===== src/rtl/simple_pkg.sv =====
// simple_pkg: instruction field constants, slice positions and fetch FSM
// state type shared by the fetch unit and the decoder.
package simple_pkg;

  // Major opcode (op1) values
  localparam logic [1:0] OP1_ALU = 2'b11;
  localparam logic [1:0] OP1_BR  = 2'b10;

  // Branch sub-opcode (op2) values
  localparam logic [2:0] OP2_B   = 3'b100;
  localparam logic [2:0] OP2_BCC = 3'b111;

  // ALU function (op3) value that means halt
  localparam logic [3:0] OP3_HLT = 4'b1111;

  // Field slice positions inside the 16-bit instruction word
  localparam int OP1_HI = 15;
  localparam int OP1_LO = 14;
  localparam int OP2_HI = 13;
  localparam int OP2_LO = 11;
  localparam int OP3_HI = 7;
  localparam int OP3_LO = 4;

  typedef enum logic [2:0] {
    IDLE,
    FETCH,
    WAIT,
    VALID,
    HALTED
  } fetch_state_t;

  // HLT is an ALU-class word whose function field is all ones
  function automatic logic is_hlt(input logic [15:0] word);
    return (word[OP1_HI:OP1_LO] == OP1_ALU) && (word[OP3_HI:OP3_LO] == OP3_HLT);
  endfunction

endpackage


===== src/rtl/instr_fetch.sv =====
// instr_fetch: PC register plus fetch FSM feeding the decode stage over a
// valid/ready handshake. Instruction memory has a fixed one-cycle read latency.
// Optional macro INSTR_FETCH_STEP_EN selects single-step mode: every non-HLT
// accept returns to IDLE so each instruction needs its own exec pulse.
//
// state  | meaning
// IDLE   | waiting for exec after reset (or between steps in single-step mode)
// FETCH  | imem_req asserted for one cycle at pc
// WAIT   | read data returning; captured into instr at the end of this cycle
// VALID  | instr presented to decode, held until instr_ready
// HALTED | HLT accepted; waiting for exec to resume at the word after HLT
module instr_fetch
  import simple_pkg::*;
#(
  parameter int                ADDR_W   = 16,
  parameter logic [ADDR_W-1:0] RESET_PC = '0
) (
  input  logic              clock,
  input  logic              reset,
  input  logic              exec,
  output logic              imem_req,
  output logic [ADDR_W-1:0] imem_addr,
  input  logic [15:0]       imem_rdata,
  output logic [15:0]       instr,
  output logic              instr_valid,
  input  logic              instr_ready,
  output logic [ADDR_W-1:0] instr_pc,
  input  logic              redirect,
  input  logic [ADDR_W-1:0] redirect_pc,
  output logic              halted
);

  fetch_state_t      state;
  logic [ADDR_W-1:0] pc;
  logic [ADDR_W-1:0] pc_inc;

  // PC arithmetic wraps naturally at the address width
  assign pc_inc    = pc + ADDR_W'(1);
  assign imem_addr = pc;

  // Fetch FSM with registered handshake and memory-strobe outputs
  always_ff @(posedge clock) begin
    if (reset) begin
      state       <= IDLE;
      pc          <= RESET_PC;
      instr       <= 16'h0000;
      instr_valid <= 1'b0;
      instr_pc    <= RESET_PC;
      imem_req    <= 1'b0;
      halted      <= 1'b0;
    end else begin
      imem_req <= 1'b0;
      unique case (state)
        IDLE: begin
          if (exec) begin
            state    <= FETCH;
            imem_req <= 1'b1;
          end
        end
        FETCH: begin
          state <= WAIT;
        end
        WAIT: begin
          instr       <= imem_rdata;
          instr_pc    <= pc;
          instr_valid <= 1'b1;
          state       <= VALID;
        end
        VALID: begin
          if (instr_ready) begin
            instr_valid <= 1'b0;
            if (is_hlt(instr)) begin
              // HLT wins over any branch that execute might report
              pc     <= pc_inc;
              halted <= 1'b1;
              state  <= HALTED;
            end else begin
              pc <= redirect ? redirect_pc : pc_inc;
`ifdef INSTR_FETCH_STEP_EN
              state <= IDLE;
`else
              state    <= FETCH;
              imem_req <= 1'b1;
`endif
            end
          end
        end
        HALTED: begin
          if (exec) begin
            halted   <= 1'b0;
            state    <= FETCH;
            imem_req <= 1'b1;
          end
        end
        default: begin
          state <= IDLE;
        end
      endcase
    end
  end

endmodule


===== config.mk =====
export PLATFORM = sky130hd
export DESIGN_NAME = instr_fetch
export DESIGN_NICKNAME = d
export VERILOG_FILES = /design/src/rtl/simple_pkg.sv /design/src/rtl/instr_fetch.sv
export SDC_FILE = /design/constraint.sdc
export NUM_CORES = 1
export LEC_CHECK = 0
export CORE_ASPECT_RATIO = 1.75
export CORE_MARGIN = 1
export CORE_UTILIZATION = 40
export DETAILED_ROUTE_END_ITERATION = 10
export PLACE_DENSITY = 0.74
export SLEW_MARGIN = 20
export SYNTH_ARGS = -nofsm -noshare
export SYNTH_HDL_FRONTEND = slang
export SYNTH_SLANG_ARGS = --single-unit
export TNS_END_PERCENT = 30

===== constraint.sdc =====
create_clock -name clock -period 2.3 [get_ports clock]
set_input_delay 0.46 -clock clock [delete_from_list [all_inputs] [get_ports clock]]
set_output_delay 0.46 -clock clock [all_outputs]
set_load 0.005 [all_outputs]

# Word-level counts from Yosys, hierarchy flattened
# Index checks and enable logic that the tools add are counted.
# W data, S select, Z words.
[classes]
n_addsub = 1
reduce_logical = 9
eq_ne = 10
n_mux = 16
[ops]
columns = ["cell", "n"]
rows = [
  ["$mux W16", 2],
  ["$add A16 B1 Y16 const B", 1],
  ["$pmux W3 S4", 1],
  ["$mux W3", 3],
  ["$mux W1", 7],
  ["$eq A3 B2 Y1 const B", 2],
  ["$ne A2 B2 Y1 const B", 3],
  ["$pmux W1 S2", 3],
  ["$reduce_and A2 Y1", 3],
  ["$eq A4 B4 Y1 const B", 1],
  ["$reduce_and A4 Y1", 1],
  ["$reduce_bool A2 Y1", 2],
  ["$eq A3 B1 Y1 const B", 1],
  ["$eq A3 B3 Y1 const B", 1],
  ["$logic_not A3 Y1", 1],
  ["$eq A2 B2 Y1 const B", 1],
  ["$ne A2 B1 Y1 const B", 1],
  ["$reduce_or A2 Y1", 1],
  ["$logic_and A1 B1 Y1", 1],
]
[totals]
output_inout_bits = 51
input_bits = 37
word_cells = 43
reg_bits = 54

# Depth between registers and ports, before layout
[logic_depth]
depth_word = 5
mapped_depth = 6
ltp_nobuf = 5

# Worst setup path after synthesis
# OpenSTA, ideal clock, no wires.
[synth_path]
path_type = "register to register"
from = "reg pc[0] (netlist: imem_addr[0])"
to = "reg pc[14] (netlist: imem_addr[14])"
required_time_ns = 2.226
t_arrival_ns = 1.814
slack_ns = 0.411
stages_incl_launch_ff = 6
period_less_slack_ns = 1.889
n_path_buf = 0
setup_ns = 0.074
cell_sequence = "dfxtp_1 -> ha_1 -> nand3_1 -> or4_1 -> or4b_1 -> a31oi_1"
[synth_between]
elab_chain_cells = 3
[synth_lines]
columns = ["item", "line", "source"]
rows = [
  ["start: declaration", "instr_fetch.sv:34", "logic [ADDR_W-1:0] pc;"],
  ["start signal: assignment", "instr_fetch.sv:74", "pc <= pc_inc;"],
  ["start signal: assignment", "instr_fetch.sv:78", "pc <= redirect ? redirect_pc : pc_inc;"],
  ["$add A16 B1 Y16 *", "instr_fetch.sv:38", "assign pc_inc = pc + ADDR_W'(1);"],
  ["$mux W16", "instr_fetch.sv:78", ""],
  ["$mux W16 *", "instr_fetch.sv:72", "if (is_hlt(instr)) begin"],
]
# Mark *: on every way between the ends. The rest lies on a longest branch, timed or not.
# A chain may end at the register's enable or synchronous reset.

# Worst setup path after layout
[layout_path]
from = "reg pc[5] (netlist: imem_addr[5])"
to = "reg pc[14] (netlist: imem_addr[14])"
# Same word-level chain as after synthesis.

==> reports/results.tsv <==
metric	value	unit
nets	436	
fin_ws	0.348	ns
antenna_found_initial	0	
die_y	105	µm
ys_warn_count	0	
ctsResizeCount	0	
whs	0.456	ns
final_cell_mix	clkdlybuf4s50_1 (86), nand2_1 (79), dfxtp_1 (54)	
ir_drop	426	µV
worstPathMaxFanout	7	
finalMaxSlewViolations	0	
finalPower	0.00192	W
cts_buffers	5	
layout_commonest_cell	clkdlybuf4s50_1	
core	0.00583	mm²
grt_setup_unrepaired	false	
ioPinCount	88	
synthAdderAreaFrac	0.00520	
hold_path_class	reg2reg	
synth_compound_gate_area_share	0.183	
grt_max_degree	34	
setup-tns-final	0	ns
critical_path_class	reg2reg	
max-slew-margin-rel	0.603	
grt_pass1_vias	2291	
avgSynthCellArea	7.81	µm²
detail-route-antenna-nets	0	
start_util	0.412	
rows	37	
drcViolationCount	0	
vias	2501	
cts_root_buffer	clkbuf_8	
finalSetupViolCount	0	
grt_pass1_wl	10800	µm
min_to	instr_pc[9]$_SDFFE_PP0P_	
cts_max_level	2	
fmax	512	MHz
port_buffers	87	
die_w	60.6	µm
cp-end-kind	register	
required	2.53	ns
synth_nets	346	
r2r-end	imem_addr[14]$_SDFFE_PP0P_	
synthesis.area	0.00241	mm²
die_area	0.00634	mm²
drive_above_1_share	0.0827	
outcome	finished, final reports clean	
cts_tree	done	
synth_top_area_frac	0.449	
yosys.area_share.simple	0.260	
r2r_slack	0.35	ns
clk_pin_slew_worst_paths	0.09	ns
skew	0.00697	ns
seq_area_frac_synth	0.449	
crit_arrival	2.18	ns
synth_seq_cells	54	
wl	6900	µm
muxShareOfSynthArea	0.0499	
p_per_area	542	mW/mm²
cts_setup_buffers	0	
synth_top_family_by_area	simple AND/OR/NAND/NOR gates	
ctsHoldBuffers	0	
drv_cap	0	
gp_congestion	0.845	
cts_buffer_depth	2	
timing.final.crit_period	1.95	ns
vias_per_cell	5.24	
synthToLayoutAreaGrowth	46.9	%
synthDistinctLibCells	32	
worst-slew-pin-transition	0.596	ns
period_share	0.849	
hold_depth	2	
cp-start-kind	register	
diodes	0	
hp-start	instr_pc[9]$_SDFFE_PP0P_	
synth_xor_area_frac	0	
place_hpwl	5110	µm
wl_per_cell	14.5	µm
leakagePower	1.20	nW
r2r-start	imem_addr[5]$_SDFFE_PP0P_	
cts.sinks	54	
r2r_cells	4	
synth_area_leaders	dfxtp_1 (45%), nand2_1 (12%), a21oi_1 (9.8%)	
globalRouteOverflowTotal	0	
drtIter0Drc	106	
synth_top_area_cell	dfxtp_1	
syn_inst	308	
clk_latency	0.30	ns
grt.total_usage	0.223	
pre_cts_ws	0.274	ns
hold_violations	0	
first_pass_iters	5	
-- cell type report --
type                            count  area (µm²)
Sequential cell                    54        1080
Fill cell                         569        2300
Clock inverter                      2        37.5
Inverter                           13        48.8
Multi-Input combinational cell    220        1200
Tap cell                           78        97.6
Clock buffer                        6        72.6
Timing Repair Buffer              104         993
-- flip-flops by register name (all words and copies together) (netlist names) --
name and count:
halted 1, imem_addr 16, imem_req 1, instr 16, instr_pc 16, instr_valid 1, state 3
-- through the flow --
step                utilization  instance area [µm²]  instances
finish                    0.606                 3530        477
detailed placement        0.587                 3420        469
global placement          0.587                 3420        469
floorplan                     -                 2410        308
global route              0.606                 3530        477
CTS                       0.606                 3530        477
-- cells by family (layout without fill, tap and decap cells) --
group / count (synthesis) / in the layout
AND/OR/NAND/NOR: 134 / 134
AO/OA/AOI/OAI: 73 / 73
flip-flops: 54 / 54
buffers and inverters: 34 / 125
multiplexers: 12 / 12
adder cells (fa/ha/maj): 1 / 1
-- worst max-delay path, stage by stage, from the launching register on --
cell and delay, ns:
dfxtp_1 0.46, nand4_1 0.19, or4_1 0.56, or4b_1 0.49, a31oi_1 0.18
-- power breakdown --
group	switching (W)	internal, W
sequential	0.0000254	0.000969
combinational	0.000138	0.000154
clock	0.000304	0.000325
total	0.000467	0.00145
-- worst max-delay path by stage --
stage                     slack [ns]  cells after the start                          to                       from
final                           0.35                      4  imem_addr[14]$_SDFFE_PP0P_  imem_addr[5]$_SDFFE_PP0P_
after CTS                       0.36                      4  imem_addr[14]$_SDFFE_PP0P_  imem_addr[5]$_SDFFE_PP0P_
after floorplan                 0.41                      5  imem_addr[14]$_SDFFE_PP0P_  imem_addr[0]$_SDFFE_PP0P_
after global placement          0.35                      4   imem_addr[7]$_SDFFE_PP0P_                instr_ready
after global routing            0.27                      4  imem_addr[14]$_SDFFE_PP0P_  imem_addr[5]$_SDFFE_PP0P_
after detailed placement        0.27                      4   imem_addr[4]$_SDFFE_PP0P_                instr_ready
-- synthesized netlist by cell type --
library cell,instances
o21ai_1,1
nand3b_1,3
nor2_1,12
o32ai_1,11
nor3_1,3
a21oi_1,47
mux2i_1,12
a211oi_1,1
a31oi_1,4
o21ai_0,2
nand4_2,1
and4b_1,1
nand3_1,7
nand2b_1,3
inv_1,13
nand2_1,79
and3_1,1
nand4_1,4
a2bb2oi_1,4
a21o_1,1
o311ai_0,1
or4b_1,1
nor4_1,7
dfxtp_1,54
clkbuf_1,21
or3_1,3
o2111ai_1,1
or2_2,4
or4_2,1
ha_1,1
nand4b_1,2
or4_1,2
-- per-layer routing --
metal,vias to the layer above,wire [µm],global-route usage
li1,1259,-,-
met3,8,260,0.0248
met5,-,0,0
met4,0,165,0.0909
met2,81,3830,0.408
met1,1153,2650,0.245
Power figures use the tool's default switching activity.
